`config.mk`:
```
export PLATFORM = sky130hd
export DESIGN_NAME = reg_pipe_vr
export DESIGN_NICKNAME = d
export VERILOG_FILES = /design/src/rtl/reg_pipe_vr.sv
export SDC_FILE = /design/constraint.sdc
export NUM_CORES = 1
export LEC_CHECK = 0
export ABC_AREA = 1
export CAP_MARGIN = 20
export CORE_MARGIN = 2
export CORE_UTILIZATION = 35
export CTS_BUF_LIST = sky130_fd_sc_hd__clkbuf_8 sky130_fd_sc_hd__clkbuf_16
export DETAILED_ROUTE_END_ITERATION = 16
export HOLD_SLACK_MARGIN = 0.05
export MAX_ROUTING_LAYER = met4
export SYNTH_ARGS = -nofsm -noshare
export SYNTH_HDL_FRONTEND = slang
export SYNTH_SLANG_ARGS = --single-unit
```
`constraint.sdc`:
```
create_clock -name clk -period 2.2 [get_ports clk]
set_input_delay 0.44 -clock clk [delete_from_list [all_inputs] [get_ports clk]]
set_output_delay 0.44 -clock clk [all_outputs]
set_load 0.005 [all_outputs]
```
`src/rtl/reg_pipe_vr.sv`:
```
// reg_pipe_vr: DEPTH-stage valid/ready register pipeline with bubble
// collapsing, synchronous flush and a registered occupancy count.
// Each stage is a WIDTH-bit data register plus a valid bit. Stage 0 is
// fed from the input and stage DEPTH-1 drives the output.

module reg_pipe_vr #(
    parameter int WIDTH = 64,
    parameter int DEPTH = 4
) (
    input  logic                           clk,
    input  logic                           reset_n,
    input  logic                           flush,
    input  logic                           in_valid,
    input  logic [WIDTH-1:0]               in_data,
    output logic                           in_ready,
    output logic                           out_valid,
    output logic [WIDTH-1:0]               out_data,
    input  logic                           out_ready,
    output logic [$clog2(DEPTH+1)-1:0]     count
);

    localparam int CW = $clog2(DEPTH + 1);

    logic [DEPTH-1:0] valid_q;
    logic [DEPTH-1:0] valid_d;
    logic [WIDTH-1:0] data_q [DEPTH];
    logic [WIDTH-1:0] data_d [DEPTH];
    logic [CW-1:0]    count_q;
    logic [CW-1:0]    count_d;
    logic [DEPTH-1:0] advance;
    logic             inFire;
    logic             outFire;

    // Walk from the output back to stage 0: a stage moves on when the slot after it is free
    always_comb begin : advanceChain
        logic slotFree;
        slotFree = out_ready;
        advance  = '0;
        for (int i = DEPTH - 1; i >= 0; i--) begin
            advance[i] = valid_q[i] && slotFree;
            slotFree   = !valid_q[i] || slotFree;
        end
    end

    assign in_ready  = !flush && (!valid_q[0] || advance[0]);
    assign inFire    = in_valid && in_ready;
    assign outFire   = valid_q[DEPTH-1] && out_ready && !flush;
    assign out_valid = valid_q[DEPTH-1];
    assign out_data  = data_q[DEPTH-1];
    assign count     = count_q;

    // Next-state: flush wins over everything; otherwise shift stages that advance and hold the rest
    always_comb begin
        valid_d = valid_q;
        data_d  = data_q;
        count_d = count_q;
        if (flush) begin
            valid_d = '0;
            count_d = '0;
        end else begin
            valid_d[0] = inFire || (valid_q[0] && !advance[0]);
            if (inFire) begin
                data_d[0] = in_data;
            end
            for (int i = 1; i < DEPTH; i++) begin
                valid_d[i] = advance[i-1] || (valid_q[i] && !advance[i]);
                if (advance[i-1]) begin
                    data_d[i] = data_q[i-1];
                end
            end
            count_d = count_q + CW'(inFire) - CW'(outFire);
        end
    end

    // State registers, cleared immediately by the asynchronous reset
    always_ff @(posedge clk or negedge reset_n) begin
        if (!reset_n) begin
            valid_q <= '0;
            count_q <= '0;
            for (int i = 0; i < DEPTH; i++) begin
                data_q[i] <= '0;
            end
        end else begin
            valid_q <= valid_d;
            count_q <= count_d;
            for (int i = 0; i < DEPTH; i++) begin
                data_q[i] <= data_d[i];
            end
        end
    end

endmodule
```
==> results of run 1 <==
kinds of logic after synthesis:
family,share of synthesized area [%]
buffers and inverters,13.1
and+or+nand+nor,15.7
xor gates and xnor gates,0.163
DFF,61.4
AOI/OAI and AO/OA,9.18
adders and majority gates,0.420
worst max path at each step:
stage                from        to  cells after the start
6_report       valid_q[3]  in_ready                      7
2_1_floorplan       flush  count[2]                     11
4_1_cts        valid_q[3]  in_ready                      7
5_1_grt        valid_q[3]  count[2]                     12
3_5_place_dp    out_ready  count[2]                     11
3_3_place_gp    out_ready  count[2]                     11
through the flow:
stage / hold slack (ns) / setup TNS (ns) / total power [mW] / instance area (um^2) / utilization [%]
6_report: 0.420 / 0 / 12.9 / 12900 / 42.7
5_1_grt: 0.437 / 0 / 13.8 / 12900 / 42.7
2_1_floorplan: 0.144 / 0 / 7.79 / 10700 / -
4_1_cts: 0.407 / 0 / 13.2 / 12900 / 42.6
3_5_place_dp: 0.384 / -4.56 / 8.62 / 12000 / 39.6
3_3_place_gp: 0.389 / -1.80 / 8.55 / 12000 / 39.6
placed cells by master (no fill, tap or decap), drive strengths merged, types with 29 or more instances in the layout:
master,netlist,layout
a21oi,66,66
buf,128,29
clkbuf,7,33
clkdlybuf4s50,0,134
dfrtp,263,263
inv,136,146
nand2,258,258
nand4,65,65
nor2,74,74
o21ai,128,128
routing by layer:
layer	part of all wire [%]	vias to the layer above	GRT usage (%)	wire length, um
met5	0	-	-	0
met4	2.1	0	4.00	453
met3	4.1	38	1.89	865
met2	49	116	23.5	10400
met1	45	3311	17.8	9400
li1	-	3657	-	-
flip-flops by register name (all words and copies together), names as in the netlist:
register  flops
out_data     64
data_q      192
valid_q       4
count         3
power breakdown:
group | switching [mW] | internal, mW | total, mW
registers | 0.476 | 5.84 | 6.32
clock network | 1.83 | 2.62 | 4.45
logic | 0.976 | 1.19 | 2.16
total | 3.29 | 9.65 | 12.9
critical path: cells and delay by family, from the launching register on:
kind | cells | cell delay [ns]
buf+inv | 4 | 0.50
flops | 1 | 0.39
simple gates | 3 | 0.22
area by class of cell:
cell class	count	area, um^2
inverter	136	510
clock inverter	16	103
clock buffer	33	781
timing repair buffer	165	1700
tap	396	495
fill	3054	17400
multi-input combinational	601	2780
sequential	263	6580
synthesized netlist by cell type, types with 3 or more instances:
| library cell | instances |
|---|---|
| a21oi_1 | 66 |
| buf_1 | 4 |
| buf_2 | 39 |
| buf_4 | 80 |
| buf_6 | 5 |
| clkbuf_1 | 6 |
| dfrtp_1 | 263 |
| inv_1 | 134 |
| nand2_1 | 258 |
| nand3_1 | 3 |
| nand4_1 | 65 |
| nor2_1 | 73 |
| o21ai_0 | 81 |
| o21ai_1 | 47 |
timing repair:
action	4_1_cts	5_1_grt
hold buffers	1	0
endpoints found under the setup margin	1	2
resized for setup	1	1
setup buffers	2	1
hold endpoints to repair	43	0
==> impl_metrics.env, run 1 <==
export IMPL_final_hold_viol_count=0
export IMPL_grt_max_degree=76
export IMPL_worstMarginPinSlew_ns=0.749
export IMPL_peakVddDrop_uv=453
export IMPL_layout_drive_gt1_share_pct=6.43
export IMPL_drt_iter0_drc=334
export IMPL_crit_reg2reg_launch="valid_q[3]"
export IMPL_max_slew_margin_rel_pct=50.1
export IMPL_arrival_ns=1.64
export IMPL_synth_cell_types=23
export IMPL_io_pins=138
export IMPL_synth_top_area_share_pct=61.4
export IMPL_wl_per_cell_um=13.1
export IMPL_synth_async_reset_ratio_pct=100
export IMPL_p_per_area_nw_per_um2=999
export IMPL_ys_warn_count=0
export IMPL_fin_cells=1610
export IMPL_slew_violations=0
export IMPL_grtUsageTotal_pct=14.0
export IMPL_cp_start_kind="flip-flop"
export IMPL_synthTopCellsByArea="dfrtp_1, nand2_1, buf_4"
export IMPL_port_buffers=137
export IMPL_syn_inst=1135
export IMPL_syn_num_nets=1207
export IMPL_core_um2=30300
export IMPL_setup_viol=0
export IMPL_fmax_mhz=481
export IMPL_grt_pass1_vias=7062
export IMPL_dp_cells=1557
export IMPL_initial_core_util_pct=35.3
export IMPL_path_cells="inv_2 > nor2_4 > nand4_1 > buf_4 > inv_1 > nor2_1 > clkdlybuf4s15_1"
export IMPL_worst_setup_path_type="reg2out"
export IMPL_drv_cap=0
export IMPL_rsz0062_at_grt="no"
export IMPL_required_ns=1.76
export IMPL_dp_slack_ns=-0.330
export IMPL_wl_um=21100
export IMPL_n_antenna_cell=0
export IMPL_die_w_um=179
export IMPL_synth_ff_latch_count=263
export IMPL_htreeDepth=1
export IMPL_hold_path_class="in2async"
export IMPL_numCtsBuffers=28
export IMPL_crit_slowest_cell="dfrtp_1"
export IMPL_clkTransAtPathRegs_ns=0.06
export IMPL_period_minus_slack_ns=2.08
export IMPL_fin_ws_ns=0.119
export IMPL_synth_enable_flop_cells=0
export IMPL_slowest_delay_ns=0.39
export IMPL_yosysTopAreaCell="dfrtp_1"
export IMPL_dp_hpwl_um=13400
export IMPL_cts_tree="yes"
export IMPL_run_status="completed"
export IMPL_min_period_over_period_pct=94.6
export IMPL_worstSkewPairLatency_ns=0.53
export IMPL_vias=7122
export IMPL_power_leakage_nw=6.46
export IMPL_fin_nets=1267
export IMPL_drc=0
export IMPL_critical_path_max_fanout=3
export IMPL_antenna_found_initial=0
export IMPL_die_y_um=179
export IMPL_dieArea_um2=32000
export IMPL_worst_r2r_setup_slack_ns=0.15
export IMPL_grt_pass1_wl_um=35400
export IMPL_cts_sinks=263
export IMPL_r2r_cells=12
export IMPL_worstSetupEndpointType="primary output"
export IMPL_dr_pass1_iters=4
export IMPL_r2r_end="count[2]"
export IMPL_synth_area_um2=10700
export IMPL_ys_seq_area_share_pct=61.4
export IMPL_gp_congestion=0.767
export IMPL_rows=64
export IMPL_area_growth_pct=20.8
export IMPL_synth_flop_cell="dfrtp_1"
export IMPL_ant_nets=0
export IMPL_syn_area_per_cell_um2=9.44
export IMPL_via_per_inst=4.42
export IMPL_overflow=0
export IMPL_clock_root_buffer="clkbuf_16"
export IMPL_clockBufferDepth=3
export IMPL_clock_skew_ns=0.00804
No activity file was read; power rests on OpenSTA's default activity.
==> run 2: changes to the inputs <==
--- a/config.mk
+++ b/config.mk
@@ -7,7 +7,7 @@
 export LEC_CHECK = 0
 export ABC_AREA = 1
 export CAP_MARGIN = 20
-export CORE_MARGIN = 2
+export CORE_MARGIN = 3
 export CORE_UTILIZATION = 35
 export CTS_BUF_LIST = sky130_fd_sc_hd__clkbuf_8 sky130_fd_sc_hd__clkbuf_16
 export DETAILED_ROUTE_END_ITERATION = 16
==> run 2 against run 1 <==
Routed wire length up 4.1%. Combinational power about the same. Largest cell class unchanged. Count of clock-buffer cells in the layout up 1. Critical endpoint unchanged. Register-to-register slack about the same. Critical path depth unchanged. Power up 5.6%. Utilization up 1.3 points. Die area up 2.2%. Final area up 1.4%. Sequential share of layout area down 0.67 points. Final cell count up 0.12%. First-iteration DRC count up 2.7%.
==> impl_metrics.env, run 2 (synthesis results as in run 1) <==
export IMPL_run_status="completed"
export IMPL_swShare_pct=24.6
export IMPL_clock_root_buffer="clkbuf_16"
export IMPL_worstMarginPinSlew_ns=0.763
export IMPL_numCtsBuffers=28
export IMPL_core_um2=29900
export IMPL_fin_nets=1272
export IMPL_arrival_ns=1.63
export IMPL_fmax_mhz=482
export IMPL_hold_path_class="in2async"
export IMPL_final_cell_mix="dfrtp_1, nand2_1, inv_1, clkdlybuf4s50_1, o21ai_0"
export IMPL_peakVddDrop_uv=472
export IMPL_period_minus_slack_ns=2.07
export IMPL_crit_reg2reg_launch="valid_q[3]"
export IMPL_initial_core_util_pct=35.9
export IMPL_clockBufferDepth=3
export IMPL_critical_path_max_fanout=3
export IMPL_r2r_cells=12
export IMPL_final_hold_viol_count=0
export IMPL_antenna_found_initial=0
export IMPL_comb_power_share_pct=16.0
export IMPL_regMostFlops="data_q"
export IMPL_fillerInstances=2958
export IMPL_r2r_end="count[2]"
export IMPL_setup_tns_ns=0
export IMPL_cp_start_kind="primary input"
export IMPL_fin_cells=1612
export IMPL_vias=7231
export IMPL_worst_r2r_setup_slack_ns=0.15
export IMPL_pwr_share_clk_pct=37.7
export IMPL_rsz0062_at_grt="no"
export IMPL_cts_sinks=263
export IMPL_clkTransAtPathRegs_ns=0.06
export IMPL_io_pins=138
export IMPL_setup_viol=0
export IMPL_drv_cap=0
export IMPL_slew_violations=0
export IMPL_area_growth_pct=22.4
export IMPL_clock_skew_ns=0.00923
export IMPL_dp_cells=1554
export IMPL_gp_congestion=0.774
export IMPL_grt_pass1_vias=7304
export IMPL_grtUsageTotal_pct=14.0
export IMPL_drc=0
export IMPL_die_w_um=181
export IMPL_pwr_share_seq_pct=46.3
export IMPL_dr_pass1_iters=4
export IMPL_grt_max_degree=69
export IMPL_layout_drive_gt1_share_pct=7.69
export IMPL_layout_cells_most_common="dfrtp_1"
export IMPL_p_per_area_nw_per_um2=1040
export IMPL_die_y_um=181
export IMPL_overflow=0
export IMPL_dieArea_um2=32800
export IMPL_port_buffers=137
export IMPL_wl_per_cell_um=13.6
export IMPL_via_per_inst=4.49
export IMPL_dp_hpwl_um=14000
export IMPL_worst_setup_path_type="in2out"
export IMPL_wl_um=22000
export IMPL_max_slew_margin_rel_pct=49.2
export IMPL_min_period_over_period_pct=94.3
export IMPL_n_antenna_cell=0
export IMPL_drt_iter0_drc=343
export IMPL_cts_tree="yes"
export IMPL_worstSetupEndpointType="primary output"
export IMPL_power_leakage_nw=6.53
export IMPL_htreeDepth=1
export IMPL_worstSkewPairLatency_ns=0.53
export IMPL_grt_pass1_wl_um=37300
export IMPL_intPower_mw=10.3
export IMPL_ant_nets=0
export IMPL_rows=63
export IMPL_required_ns=1.76
export IMPL_switchingPower_mw=3.36
export IMPL_largest_reg_flops=192
-- run 2: changes by cell type in the layout (fill, tap and decap cells not counted), sizes merged --
cell	delta
buf	+5
bufinv	+5
clkbuf	+1
clkinv	+4
clkinvlp	+1
inv	-8
-- run 2: final cells by class --
type | instances | area (um^2) | share of cell area, %
clock buffer | 34 | 795 | 6.06
timing repair buffer | 170 | 1720 | 13.1
sequential | 263 | 6580 | 50.2
tap | 390 | 488 | 3.72
inverter | 136 | 510 | 3.89
clock inverter | 18 | 245 | 1.87
multi-input combinational | 601 | 2780 | 21.2
-- run 2: worst max-delay path, cell delays in order --
cell and delay [ns]:
clkdlybuf4s50_1 0.48, nor2_4 0.14, nand4_1 0.12, buf_4 0.17, inv_1 0.06, nor2_1 0.04
clkdlybuf4s15_1 0.19
-- run 2: metrics by stage --
stage	instance area, um^2	util (%)	hold slack (ns)	power (mW)	worst slack [ns]
after global routing	13100	43.9	0.454	14.5	0.0142
after detailed placement	12000	40.3	0.443	8.65	-0.316
final	13100	43.9	0.447	13.7	0.126
after global placement	12000	40.3	0.430	8.56	-0.272
after CTS	13100	43.9	0.438	13.9	0.0898
after floorplan	10700	-	0.144	7.79	0.134
-- run 2: worst max-delay path by stage --
| stage | from | cells past startpoint | slack (ns) | endpoint |
|---|---|---|---|---|
| 6_report | out_ready | 7 | 0.13 | in_ready |
| 5_1_grt | valid_q[3] | 7 | 0.01 | in_ready |
| 4_1_cts | valid_q[3] | 7 | 0.09 | in_ready |
| 3_5_place_dp | out_ready | 11 | -0.32 | count[2] |
| 3_3_place_gp | out_ready | 11 | -0.27 | count[2] |
| 2_1_floorplan | flush | 11 | 0.13 | count[2] |
-- run 2: power by group through the flow --
stage	registers, mW	clock network [mW]	logic, mW
CTS	6.33	5.33	2.25
finish	6.32	5.15	2.19
detailed placement	6.41	0	2.24
global route	6.45	5.54	2.51
global placement	6.38	0	2.18
floorplan	6.26	0	1.53
-- run 2: what timing repair did --
action / 4_1_cts / 5_1_grt
gates resized for setup: 2 / 1
hold buffers: 1 / 0
setup buffers: 3 / 2
endpoints found under the hold margin: 58 / 0
endpoints found under the setup margin: 1 / 1
-- run 2: routing by layer --
| layer | vias up | GRT usage, % | share of wire (%) |
|---|---|---|---|
| met5 | - | - | 0 |
| met2 | 99 | 24.4 | 50 |
| met1 | 3414 | 17.0 | 44 |
| met3 | 41 | 1.87 | 3.2 |
| met4 | 0 | 4.36 | 2.7 |
| li1 | 3677 | - | - |
==> run 3: changes to the inputs <==
--- a/config.mk
+++ b/config.mk
@@ -6,9 +6,9 @@
 export NUM_CORES = 1
 export LEC_CHECK = 0
 export ABC_AREA = 1
-export CAP_MARGIN = 20
+export CAP_MARGIN = 15
 export CORE_MARGIN = 3
-export CORE_UTILIZATION = 35
+export CORE_UTILIZATION = 43
 export CTS_BUF_LIST = sky130_fd_sc_hd__clkbuf_8 sky130_fd_sc_hd__clkbuf_16
 export DETAILED_ROUTE_END_ITERATION = 16
 export HOLD_SLACK_MARGIN = 0.05
==> run 3 against run 2 <==
Combinational power about the same. Fmax is 1.3% higher. Via count shrank 2.7%. Critical path type is now reg2reg.
==> impl_metrics.env, run 3 (synthesis results as in run 1) <==
export IMPL_setup_tns_ns=0
export IMPL_n_antenna_cell=0
export IMPL_max_slew_margin_rel_pct=50.5
export IMPL_cts_tree="yes"
export IMPL_fmax_mhz=488
export IMPL_largest_reg_flops=192
export IMPL_layout_cells_most_common="dfrtp_1"
export IMPL_cts_sinks=263
export IMPL_worstMarginPinSlew_ns=0.743
export IMPL_dp_hpwl_um=13200
export IMPL_fin_area_um2=13000
export IMPL_cp_start_kind="flip-flop"
export IMPL_die_w_um=164
export IMPL_hold_path_class="in2async"
export IMPL_io_pins=138
export IMPL_fin_nets=1273
export IMPL_final_core_util_pct=53.1
export IMPL_drv_cap=0
export IMPL_fin_cells=1544
export IMPL_fin_hold_ws_ns=0.459
export IMPL_grtUsageTotal_pct=16.2
export IMPL_dp_slack_ns=-0.345
export IMPL_via_per_inst=4.56
export IMPL_grt_max_degree=69
export IMPL_grt_pass1_vias=6791
export IMPL_antenna_found_initial=0
export IMPL_worstSetupEndpointType="flip-flop"
export IMPL_worst_setup_path_type="reg2reg"
export IMPL_regMostFlops="data_q"
export IMPL_rsz0062_at_grt="no"
export IMPL_vias=7039
export IMPL_r2r_end="count[2]"
export IMPL_wl_um=20800
export IMPL_rows=57
export IMPL_final_cell_mix="dfrtp_1, nand2_1, inv_1, clkdlybuf4s50_1, o21ai_0"
export IMPL_layout_drive_gt1_share_pct=7.21
export IMPL_fin_total_pwr_mw=13.0
export IMPL_dp_cells=1493
export IMPL_critical_path_max_fanout=3
export IMPL_min_period_over_period_pct=93.1
export IMPL_overflow=0
export IMPL_period_minus_slack_ns=2.05
export IMPL_required_ns=2.60
export IMPL_dieArea_um2=26900
export IMPL_final_hold_viol_count=0
export IMPL_peakVddDrop_uv=463
export IMPL_slew_violations=0
export IMPL_worstSkewPairLatency_ns=0.51
export IMPL_gp_congestion=0.758
export IMPL_numCtsBuffers=27
export IMPL_p_per_area_nw_per_um2=1000
export IMPL_setup_viol=0
export IMPL_placed_cell_area_um2=12000
export IMPL_wl_per_cell_um=13.4
export IMPL_clkTransAtPathRegs_ns=0.06
export IMPL_dr_pass1_iters=5
export IMPL_die_y_um=164
export IMPL_ant_nets=0
export IMPL_clockBufferDepth=3
export IMPL_port_buffers=137
export IMPL_worst_r2r_setup_slack_ns=0.15
export IMPL_clock_skew_ns=0.00649
export IMPL_grt_pass1_wl_um=34600
export IMPL_htreeDepth=1
export IMPL_core_um2=24400
export IMPL_crit_reg2reg_launch="valid_q[3]"
export IMPL_drt_iter0_drc=494
export IMPL_r2r_cells=12
export IMPL_area_growth_pct=20.9
export IMPL_clock_root_buffer="clkbuf_16"
export IMPL_arrival_ns=2.45
export IMPL_drc=0
export IMPL_initial_core_util_pct=43.9
export IMPL_fillerInstances=2306
export IMPL_power_leakage_nw=6.50
export IMPL_fin_ws_ns=0.152
export IMPL_run_status="completed"
run 3: area by class of cell:
type	count	area, um^2	share of cell area (%)
clock buffers	35	786	6.07
clock inverters	13	111	0.860
inverters	136	510	3.94
multi-input cells	601	2780	21.4
flip-flops and latches	263	6580	50.8
well taps	324	405	3.13
repair buffers	172	1780	13.8
run 3: timing repair:
action                                  CTS  global route
resized for setup                         2             1
hold buffers                              1             0
endpoints found under the hold margin    55             0
buffers inserted                          2             0
endpoints found under the setup margin    1             1
run 3: critical path: stages (launching register included):
cell and delay (ns):
dfrtp_1 0.40, inv_2 0.11, nor2_4 0.04, nand4_1 0.10, buf_4 0.15, nand3_4 0.06, ha_1 0.26, inv_1 0.05
ha_1 0.12, inv_1 0.05, fa_1 0.37, xor2_1 0.17, nor2_1 0.05
run 3: worst max-delay path by stage:
stage	startpoint	to	slack (ns)	cells past startpoint
floorplan	flush	count[2]	0.13	11
global placement	out_ready	count[2]	-0.30	11
detailed placement	out_ready	count[2]	-0.35	11
CTS	valid_q[3]	in_ready	0.02	7
global route	valid_q[3]	count[2]	0.04	12
finish	valid_q[3]	count[2]	0.15	12
run 3: report_power, final:
| group | switching (mW) | total [mW] | internal [mW] |
|---|---|---|---|
| Combinational | 0.978 | 2.17 | 1.19 |
| Clock | 1.79 | 4.52 | 2.72 |
| Sequential | 0.475 | 6.32 | 5.84 |
run 3: layer usage:
metal  share of wire (%)  vias up  GRT usage (%)
met5                   0        -              -
met4                 2.3        0           4.38
met3                 3.7       32           2.27
met2                  48      102           27.1
met1                  46     3255           20.9
li1                    -     3650              -
